==> config.mk <==
export PLATFORM = sky130hd
export DESIGN_NAME = eager_fork
export DESIGN_NICKNAME = d
export VERILOG_FILES = /design/src/rtl/eager_fork_register_block.sv /design/src/rtl/eager_fork.sv
export SDC_FILE = /design/constraint.sdc
export NUM_CORES = 1
export LEC_CHECK = 0
export CORE_MARGIN = 1
export CORE_UTILIZATION = 19
export CTS_CLUSTER_SIZE = 20
export DETAILED_ROUTE_END_ITERATION = 16
export GPL_TIMING_DRIVEN = 0
export PLACE_DENSITY = 0.78
export SLEW_MARGIN = 10
export SYNTH_ARGS = -nofsm -noshare
export SYNTH_HDL_FRONTEND = slang
export SYNTH_SLANG_ARGS = --single-unit
==> constraint.sdc <==
create_clock -name clk -period 0.8 [get_ports clk]
set_input_delay 0.16 -clock clk [delete_from_list [all_inputs] [get_ports clk]]
set_output_delay 0.16 -clock clk [all_outputs]
set_load 0.02 [all_outputs]
==> src/rtl/eager_fork_register_block.sv <==
// Per-output state of the eager fork: remembers whether this output already took the current token.
// Latency 0: outs_valid and the ready term are combinational from the flag and the inputs.
// Backpressure: a stalled consumer keeps its flag clear, and its ready term holds the shared ins_ready low.
//
// Ports:
//   clk, rst    : clock and synchronous active-high reset (clears the sent flag)
//   ins_valid   : upstream token valid, shared by every output
//   outs_ready  : this output's consumer ready
//   consume     : the upstream token is consumed this cycle; clear the flag for the next token
//   outs_valid  : this output's valid (token present and not yet delivered here)
//   ready_term  : sent | outs_ready, which the top level ANDs into ins_ready
module eager_fork_register_block (
    input  logic clk,
    input  logic rst,
    input  logic ins_valid,
    input  logic outs_ready,
    input  logic consume,
    output logic outs_valid,
    output logic ready_term
);

    logic sent_q;
    logic sent_d;
    logic xfer;

    always_comb begin
        outs_valid = ins_valid & ~sent_q;
        xfer       = outs_valid & outs_ready;
        ready_term = sent_q | outs_ready;
        // Consumption wins over a same-cycle transfer: the flag must start clear for the next token.
        if (consume) begin
            sent_d = 1'b0;
        end else begin
            sent_d = sent_q | xfer;
        end
    end

    always_ff @(posedge clk) begin
        if (rst) begin
            sent_q <= 1'b0;
        end else begin
            sent_q <= sent_d;
        end
    end

endmodule

==> src/rtl/eager_fork.sv <==
// Eager elastic fork: copies one input token to SIZE outputs. Each output takes its copy independently.
// Latency 0: data, valids and ins_ready are all combinational. The only state is one sent flag per output.
// Backpressure: ins_ready rises only when every output has either already taken the token or is taking it now.
//
// Ports:
//   clk, rst    : clock and synchronous active-high reset
//   ins         : input token data, DATA_TYPE bits
//   ins_valid   : input token valid
//   ins_ready   : the fork accepts the input token this cycle
//   outs        : SIZE copies of ins; channel i is outs[i*DATA_TYPE +: DATA_TYPE]
//   outs_valid  : per-output valid
//   outs_ready  : per-output ready
module eager_fork #(
    parameter int SIZE      = 2,
    parameter int DATA_TYPE = 32
) (
    input  logic                      clk,
    input  logic                      rst,
    input  logic [DATA_TYPE-1:0]      ins,
    input  logic                      ins_valid,
    output logic                      ins_ready,
    output logic [SIZE*DATA_TYPE-1:0] outs,
    output logic [SIZE-1:0]           outs_valid,
    input  logic [SIZE-1:0]           outs_ready
);

    logic [SIZE-1:0] ready_terms;
    logic            consume;

    // ins_ready does not look at ins_valid. That keeps the upstream merge free of a valid->ready loop.
    assign ins_ready = &ready_terms;
    assign consume   = ins_valid & ins_ready;
    assign outs      = {SIZE{ins}};

    for (genvar i = 0; i < SIZE; i++) begin : g_out
        eager_fork_register_block u_reg (
            .clk        (clk),
            .rst        (rst),
            .ins_valid  (ins_valid),
            .outs_ready (outs_ready[i]),
            .consume    (consume),
            .outs_valid (outs_valid[i]),
            .ready_term (ready_terms[i])
        );
    end

endmodule

==> results of run 1 <==
==> worst max-delay path by stage <==
stage | startpoint | endpoint | slack [ns] | depth (start not counted)
floorplan | g_out[0].u_reg.sent_q | ins_ready | 0.05 | 1
global placement | ins_valid | outs_valid[1] | -0.90 | 4
detailed placement | ins_valid | outs_valid[1] | -0.94 | 4
CTS | g_out[0].u_reg.sent_q | ins_ready | -0.25 | 2
global route | g_out[0].u_reg.sent_q | ins_ready | -0.26 | 2
finish | g_out[0].u_reg.sent_q | ins_ready | -0.23 | 2
==> cell usage after synthesis (all sizes together) <==
cell / n / area [sq um]
nor3: 2 / 10.0
o22a: 1 / 8.76
nor2b: 2 / 12.5
o21a: 2 / 15.0
a21oi: 2 / 10.0
buf: 66 / 495
dfxtp: 2 / 40.0
==> area by class of cell <==
type	count	area share, %
multi-input combinational	9	4.62
buffer	64	37.7
timing repair buffer	71	49.5
sequential	2	3.34
tap	31	3.05
clock buffer	3	1.77
==> worst reg2reg max path, stage by stage, from the launching register on <==
cell and delay, ns:
sky130_fd_sc_hd__dfxtp_2 0.33, sky130_fd_sc_hd__o21a_1 0.18, sky130_fd_sc_hd__nor3_1 0.11
==> metrics by stage <==
| step | cell area (sq um) | setup WS [ns] | TNS, ns | total power, mW |
|---|---|---|---|---|
| global placement | 1340 | -0.904 | -14.76 | 0.985 |
| CTS | 1270 | -0.247 | -0.609 | 1.10 |
| detailed placement | 1340 | -0.942 | -15.01 | 0.996 |
| floorplan | 592 | 0.0462 | 0 | 0.626 |
| global route | 1270 | -0.261 | -0.675 | 1.13 |
| finish | 1270 | -0.233 | -0.563 | 1.07 |
==> where the power goes <==
part | internal (mW) | leakage (nW) | switching [mW]
sequential | 0.108 | 0.0172 | 0.00597
clock | 0.165 | 0.0138 | 0.0517
combinational | 0.396 | 0.702 | 0.344
==> logic make-up (layout without fill, tap and decap cells) <==
family	count (synthesis)	after routing	synth area share, %
flops	2	2	6.77
buf+inv	66	138	83.7
simple gates	4	4	3.81
compound gates	5	5	5.71
==> metal layers <==
layer | part of all wire, % | GRT usage [%] | wire length (um) | vias to the layer above
li1 | - | - | - | 317
met1 | 28 | 7.16 | 434 | 267
met2 | 56 | 18.2 | 883 | 64
met3 | 14 | 1.34 | 218 | 2
met4 | 1.7 | 7.82 | 27 | 0
met5 | 0 | 0 | 0 | -
==> repair_timing <==
item / in CTS / in global routing
endpoints found under the setup margin: 69 / 3
hold buffers: 0 / 0
resized for setup: 88 / 0
endpoints found under the hold margin: 0 / 0
pin swaps: 1 / 0
==> impl_metrics.csv, run 1 <==
group,metric,value,unit
cells_and_area,layout.cells.most_common_list,"67 x sky130_fd_sc_hd__dlygate4sd2_1, 64 x sky130_fd_sc_hd__buf_4, 3 x sky130_fd_sc_hd__clkbuf_4, 3 x sky130_fd_sc_hd__buf_6",
timing,timing.final.crit_period,1.03,ns
timing,clock_skew,0.00107,ns
detailed_routing,vias_per_cell,3.61,
cells_and_area,area.sequential,42.5,sq um
setup_path,reg2reg_setup_slack,0.10,ns
floorplanning,dieHeight,57.8,um
setup_path,worst_r2r_endpoint,"g_out[0].u_reg.sent_q",
timing,timing_hold_violations_final,0,
setup_path,worstSetupStartpointType,"flip-flop",
placement,number_of_placed_cells_counting_well_taps,179,
clocking,cts_buffers,3,
logic_synthesis,synth_fp_nets,114,
floorplanning,core,2850,sq um
placement,place.detailed.hpwl,1470,um
detailed_routing,initialDrtViolationCount,24,
hold_path,hold-path-endpoint,"g_out[0].u_reg.sent_q",
cells_and_area,largest_register_ffs,2,
setup_path,buffers_plus_inverters_on_the_worst_setup_path,1,
cells_and_area,multi_input_comb_area,58.8,sq um
setup_path,worstPathMaxFanout,4,
clocking,clk_pin_slew_worst_setup_hold_paths,0.03,ns
setup_path,timing.critical_path.slowest_cell_delay,0.32,ns
clocking,buffer_count_from_post_cts_setup_fixing,0,
logic_synthesis,synthCells,77,
clocking,clock_latency,0.22,ns
timing,rsz0062_at_grt,"yes",
cells_and_area,layoutNonFillerInstCount,180,
global_routing,global_route.overflow_total,0,
setup_path,cp.arrival,0.87,ns
timing,slew_headroom,85.1,%
power_and_ir_drop,power.ir.vdd_worst,0.000244,V
floorplanning,fp-row-count,19,
placement,count_of_buffers_from_port_buffering,71,
clocking,cts_root_buf,"sky130_fd_sc_hd__clkbuf_4",
logic_synthesis,ys_warn_count,0,
hold_path,worstHoldPathType,"input port to flip-flop",
placement,routabilityCongestion,0.734,
setup_path,regToRegStartpoint,"g_out[1].u_reg.sent_q",
global_routing,groute.usage.overall,8.96,%
setup_path,required,0.64,ns
power_and_ir_drop,total_leakage_power,0.733,nW
cells_and_area,fillCellCount,289,
logic_synthesis,yosys_register_bits,2,
timing,postLayoutSetupSlackWorst,-0.233,ns
timing,setup_violations_final,3,
cells_and_area,layout.cells.most_common,"sky130_fd_sc_hd__dlygate4sd2_1",
logic_synthesis,synth_area_per_cell,7.69,sq um
cells_and_area,largest_register,"g_out.u_reg.sent_q",
global_routing,pin_count_of_the_biggest_net_entering_global_routing,7,
cells_and_area,layout-drive-gt1-share,49.0,%
logic_synthesis,synth.cell_area,592,sq um
timing,max_freq,0.968,GHz
detailed_routing,antenna_violating_nets_left,0,
cells_and_area,finalNetCount,188,
hold_path,hold_start,"outs_ready[1]",
detailed_routing,avgRoutedWirePerCell,8.69,um
floorplanning,number_of_ports_placed_on_the_die_boundary,104,
floorplanning,initial_utilization,20.7,%
timing,post-route-period-util,129,%
clocking,tritoncts_num_sinks,2,
detailed_routing,via_count,650,
run_status,failing_checks,"design-rule violations, negative setup slack",
run_status,outcome,"finished with violations",
cells_and_area,layout.core_utilization,44.6,%
job,cap_viol_max_count,0,
detailed_routing,drc,6,
global_routing,grt_first_pass_wirelength,2330,um
global_routing,grt_pass1_vias,662,
timing,fin_worst_hold_slack,0.381,ns
global_routing,antenna_found_initial,0,
clocking,clockBufferDepth,2,
logic_synthesis,sequential_element_share_of_the_synthesized_area,6.77,%
setup_path,worst-setup-path-type,"flip-flop to primary output",
cells_and_area,diodes_inserted,0,
cells_and_area,reg.largest.list,"g_out.u_reg.sent_q: 2 flops",
detailed_routing,routed_wirelength,1560,um
cells_and_area,area_growth_syn_to_layout,115,%
timing,tightestPinTransition,0.224,ns
setup_path,critical_path.top_delay_family,"flip-flops",
timing,report.final.slew_viol_count,0,
hold_path,hold_depth,3,
setup_path,worst_r2r_path_depth,2,
logic_synthesis,synthDistinctLibCells,7,
clocking,cts_tree,"built",
setup_path,cpMaxStageDelayCell,"sky130_fd_sc_hd__dfxtp_2",
setup_path,timing.critical_path.cells,"o22a_1, buf_6",
floorplanning,die-width,57.8,um
setup_path,worst_setup_path_end_kind,"primary output",
power_and_ir_drop,power-per-cell-area,840,nW/um^2
clocking,cts_max_level,1,
floorplanning,die_area,3340,sq um
detailed_routing,dr.pass1.iters,12,
(Power assumes the default switching activity.)
==> run 2: changes to the inputs <==
--- a/config.mk
+++ b/config.mk
@@ -7,11 +7,10 @@
 export LEC_CHECK = 0
 export CORE_MARGIN = 1
 export CORE_UTILIZATION = 19
-export CTS_CLUSTER_SIZE = 20
+export CTS_CLUSTER_SIZE = 12
 export DETAILED_ROUTE_END_ITERATION = 16
 export GPL_TIMING_DRIVEN = 0
 export PLACE_DENSITY = 0.78
-export SLEW_MARGIN = 10
 export SYNTH_ARGS = -nofsm -noshare
 export SYNTH_HDL_FRONTEND = slang
 export SYNTH_SLANG_ARGS = --single-unit
==> results of run 2 <==
No change in the layout: final DEF, timing and power equal those of run 1.
==> run 3: changes to the inputs <==
--- a/config.mk
+++ b/config.mk
@@ -5,12 +5,13 @@
 export SDC_FILE = /design/constraint.sdc
 export NUM_CORES = 1
 export LEC_CHECK = 0
+export ABC_AREA = 1
 export CORE_MARGIN = 1
 export CORE_UTILIZATION = 19
 export CTS_CLUSTER_SIZE = 12
 export DETAILED_ROUTE_END_ITERATION = 16
 export GPL_TIMING_DRIVEN = 0
-export PLACE_DENSITY = 0.78
+export PLACE_DENSITY = 0.77
 export SYNTH_ARGS = -nofsm -noshare
 export SYNTH_HDL_FRONTEND = slang
 export SYNTH_SLANG_ARGS = --single-unit
==> impl_metrics.csv, run 3 <==
group,metric,value,unit
run_status,outcome,"finished with violations",
run_status,failing_checks,"negative setup slack",
global_routing,groute.usage.overall,8.59,%
placement,number_of_placed_cells_counting_well_taps,200,
logic_synthesis,yosys_register_bits,2,
cells_and_area,layoutNonFillerInstCount,206,
cells_and_area,diodes_inserted,0,
global_routing,global_route.usage.met2,19.2,%
timing,postLayoutSetupSlackWorst,-0.287,ns
floorplanning,initial_utilization,19.9,%
global_routing,antenna_found_initial,0,
logic_synthesis,synth.most_common_cell,"sky130_fd_sc_hd__buf_4",
logic_synthesis,synthCells,85,
logic_synthesis,synth_fp_nets,122,
cells_and_area,finalNetCount,201,
global_routing,grt_pass1_vias,659,
placement,routabilityCongestion,0.670,
floorplanning,fp-row-count,20,
timing,slew_headroom,85.2,%
setup_path,worstPathMaxFanout,2,
timing,setup_violations_final,5,
power_and_ir_drop,total_leakage_power,0.795,nW
clocking,cts_tree,"built",
logic_synthesis,synth.cell_area,607,sq um
logic_synthesis,yosys.area.top_type_share,81.6,%
detailed_routing,vias_per_cell,3.46,
cells_and_area,layout.cells.most_common_list,"67 x sky130_fd_sc_hd__buf_4, 66 x sky130_fd_sc_hd__dlygate4sd2_1, 5 x sky130_fd_sc_hd__buf_6",
detailed_routing,routed_wirelength,1690,um
detailed_routing,avgRoutedWirePerCell,8.18,um
power_and_ir_drop,power.ir.vdd_worst,0.000352,V
timing,clock_skew,0.00275,ns
detailed_routing,initialDrtViolationCount,11,
global_routing,global_route.overflow_total,0,
timing,post-route-period-util,136,%
timing,max_freq,0.920,GHz
global_routing,pin_count_of_the_biggest_net_entering_global_routing,5,
logic_synthesis,synth-edff-count,0,
global_routing,grt_most_used_layer,"met2",
clocking,cts_root_buf,"sky130_fd_sc_hd__clkbuf_4",
clocking,cts_buffers,3,
global_routing,grt_first_pass_wirelength,2300,um
logic_synthesis,synthDistinctLibCells,8,
cells_and_area,reg.largest.list,"g_out.u_reg.sent_q: 2 flops",
setup_path,required,0.64,ns
logic_synthesis,synth_top_cell_by_area,"sky130_fd_sc_hd__buf_4",
timing,timing.final.crit_period,1.09,ns
logic_synthesis,sequential_element_share_of_the_synthesized_area,6.60,%
clocking,clock_latency,0.23,ns
detailed_routing,dr.pass1.iters,2,
setup_path,worstSetupStartpointType,"flip-flop",
floorplanning,die-width,58.5,um
cells_and_area,layout.core_utilization,45.2,%
global_routing,met1_usage,5.96,%
job,cap_viol_max_count,0,
setup_path,worst-setup-path-type,"flip-flop to primary output",
logic_synthesis,post_synth_most_frequent_cells,"66 x sky130_fd_sc_hd__buf_4, 6 x sky130_fd_sc_hd__inv_1, 4 x sky130_fd_sc_hd__nor2_1",
clocking,clk_pin_slew_worst_setup_hold_paths,0.03,ns
cells_and_area,layout-drive-gt1-share,54.3,%
placement,count_of_buffers_from_port_buffering,71,
clocking,cts-hold-fix-buffers,0,
clocking,clockBufferDepth,2,
timing,tightestPinTransition,0.223,ns
floorplanning,die_area,3420,sq um
detailed_routing,drc,0,
logic_synthesis,synth-async-reset-ratio,0,%
cells_and_area,largest_register,"g_out.u_reg.sent_q",
clocking,cts_max_level,1,
global_routing,global_routing_met3_resource_utilization,1.10,%
setup_path,cp.arrival,0.93,ns
timing,timing_hold_violations_final,0,
floorplanning,core,3050,sq um
timing,report.final.slew_viol_count,0,
detailed_routing,via_count,713,
cells_and_area,layout.cells.most_common,"sky130_fd_sc_hd__buf_4",
detailed_routing,antenna_violating_nets_left,0,
cells_and_area,area_growth_syn_to_layout,127,%
logic_synthesis,ys_warn_count,0,
hold_path,worstHoldPathType,"input port to flip-flop",
logic_synthesis,synth_area_per_cell,7.14,sq um
floorplanning,number_of_ports_placed_on_the_die_boundary,104,
setup_path,worst_setup_path_end_kind,"primary output",
placement,place.detailed.hpwl,1440,um
logic_synthesis,synth_ff_type,"sky130_fd_sc_hd__dfxtp_1",
floorplanning,dieHeight,58.5,um
clocking,tritoncts_num_sinks,2,
cells_and_area,largest_register_ffs,2,
power_and_ir_drop,power-per-cell-area,830,nW/um^2
timing,rsz0062_at_grt,"yes",
logic_synthesis,synth.area.top_cells,"sky130_fd_sc_hd__buf_4 82%, sky130_fd_sc_hd__dfxtp_1 6.6%, sky130_fd_sc_hd__inv_1 3.7%, sky130_fd_sc_hd__nor2_1 2.5%, sky130_fd_sc_hd__nand2_1 1.9%",
## run 3: cell types whose count changed after synthesis
cell                      delta
sky130_fd_sc_hd__inv_1       +6
sky130_fd_sc_hd__nor2_1      +4
sky130_fd_sc_hd__nand2_1     +3
sky130_fd_sc_hd__nor2b_1     -2
sky130_fd_sc_hd__nor3_1      -2
sky130_fd_sc_hd__o21a_1      -2
sky130_fd_sc_hd__and2_2      +1
sky130_fd_sc_hd__nand3_1     +1
sky130_fd_sc_hd__o22a_1      -1
## run 3: final timing paths
| check | from | end | slack [ns] | cells past startpoint |
|---|---|---|---|---|
| worst min register to register | g_out[1].u_reg.sent_q | g_out[1].u_reg.sent_q | 0.60 | 3 |
| worst min-delay path | ins_valid | g_out[0].u_reg.sent_q | 0.25 | 3 |
| worst max register to register | g_out[0].u_reg.sent_q | g_out[0].u_reg.sent_q | -0.01 | 6 |
| worst max-delay path | g_out[0].u_reg.sent_q | ins_ready | -0.29 | 4 |
## run 3: logic make-up after synthesis
logic type,count (synthesis),synth area share (%)
buffers and inverters,72,85.4
DFF,2,6.60
AOI/OAI and AO/OA,2,1.65
and+or+nand+nor,9,6.39
## run 3: timing repair
action | in CTS | in global routing
pin swaps | 2 | 2
setup endpoints to repair | 69 | 5
setup buffers | 3 | 2
gates resized for setup | 93 | 11
## run 3: through the flow
stage	instance area, sq um	worst slack (ns)	hold slack (ns)	TNS (ns)	total power [mW]
after floorplan	607	0.0315	0.314	0	0.635
after global placement	1370	-0.901	0.490	-14.91	0.994
after detailed placement	1370	-0.904	0.512	-15.02	1.00
after CTS	1350	-0.264	0.349	-0.741	1.14
after global routing	1380	-0.306	0.257	-0.901	1.21
final	1380	-0.287	0.250	-0.762	1.14
## run 3: power breakdown
group	internal, mW	switching [mW]
Clock	0.166	0.0606
Combinational	0.431	0.375
Sequential	0.107	0.00510
Total	0.704	0.441
## run 3: critical path, cell delays in order, from the launching register on
cell and delay, ns:
sky130_fd_sc_hd__dfxtp_4 0.34, sky130_fd_sc_hd__inv_2 0.06, sky130_fd_sc_hd__nand2_2 0.05, sky130_fd_sc_hd__and2_4 0.13, sky130_fd_sc_hd__buf_6 0.12
## run 3: cell type report
class                      count  area [sq um]
tap                           44          55.1
buffer                        64           480
clock buffer                   3          22.5
fill                         331          1670
sequential                     2          45.0
timing repair buffer          76           672
multi-input combinational     11          81.3
inverter                       6          22.5
## run 3: per-layer routing
layer / up-vias / part of all wire (%)
met2: 61 / 59
li1: 340 / -
met3: 6 / 12
met4: 0 / 2.7
met1: 306 / 27
met5: - / 0
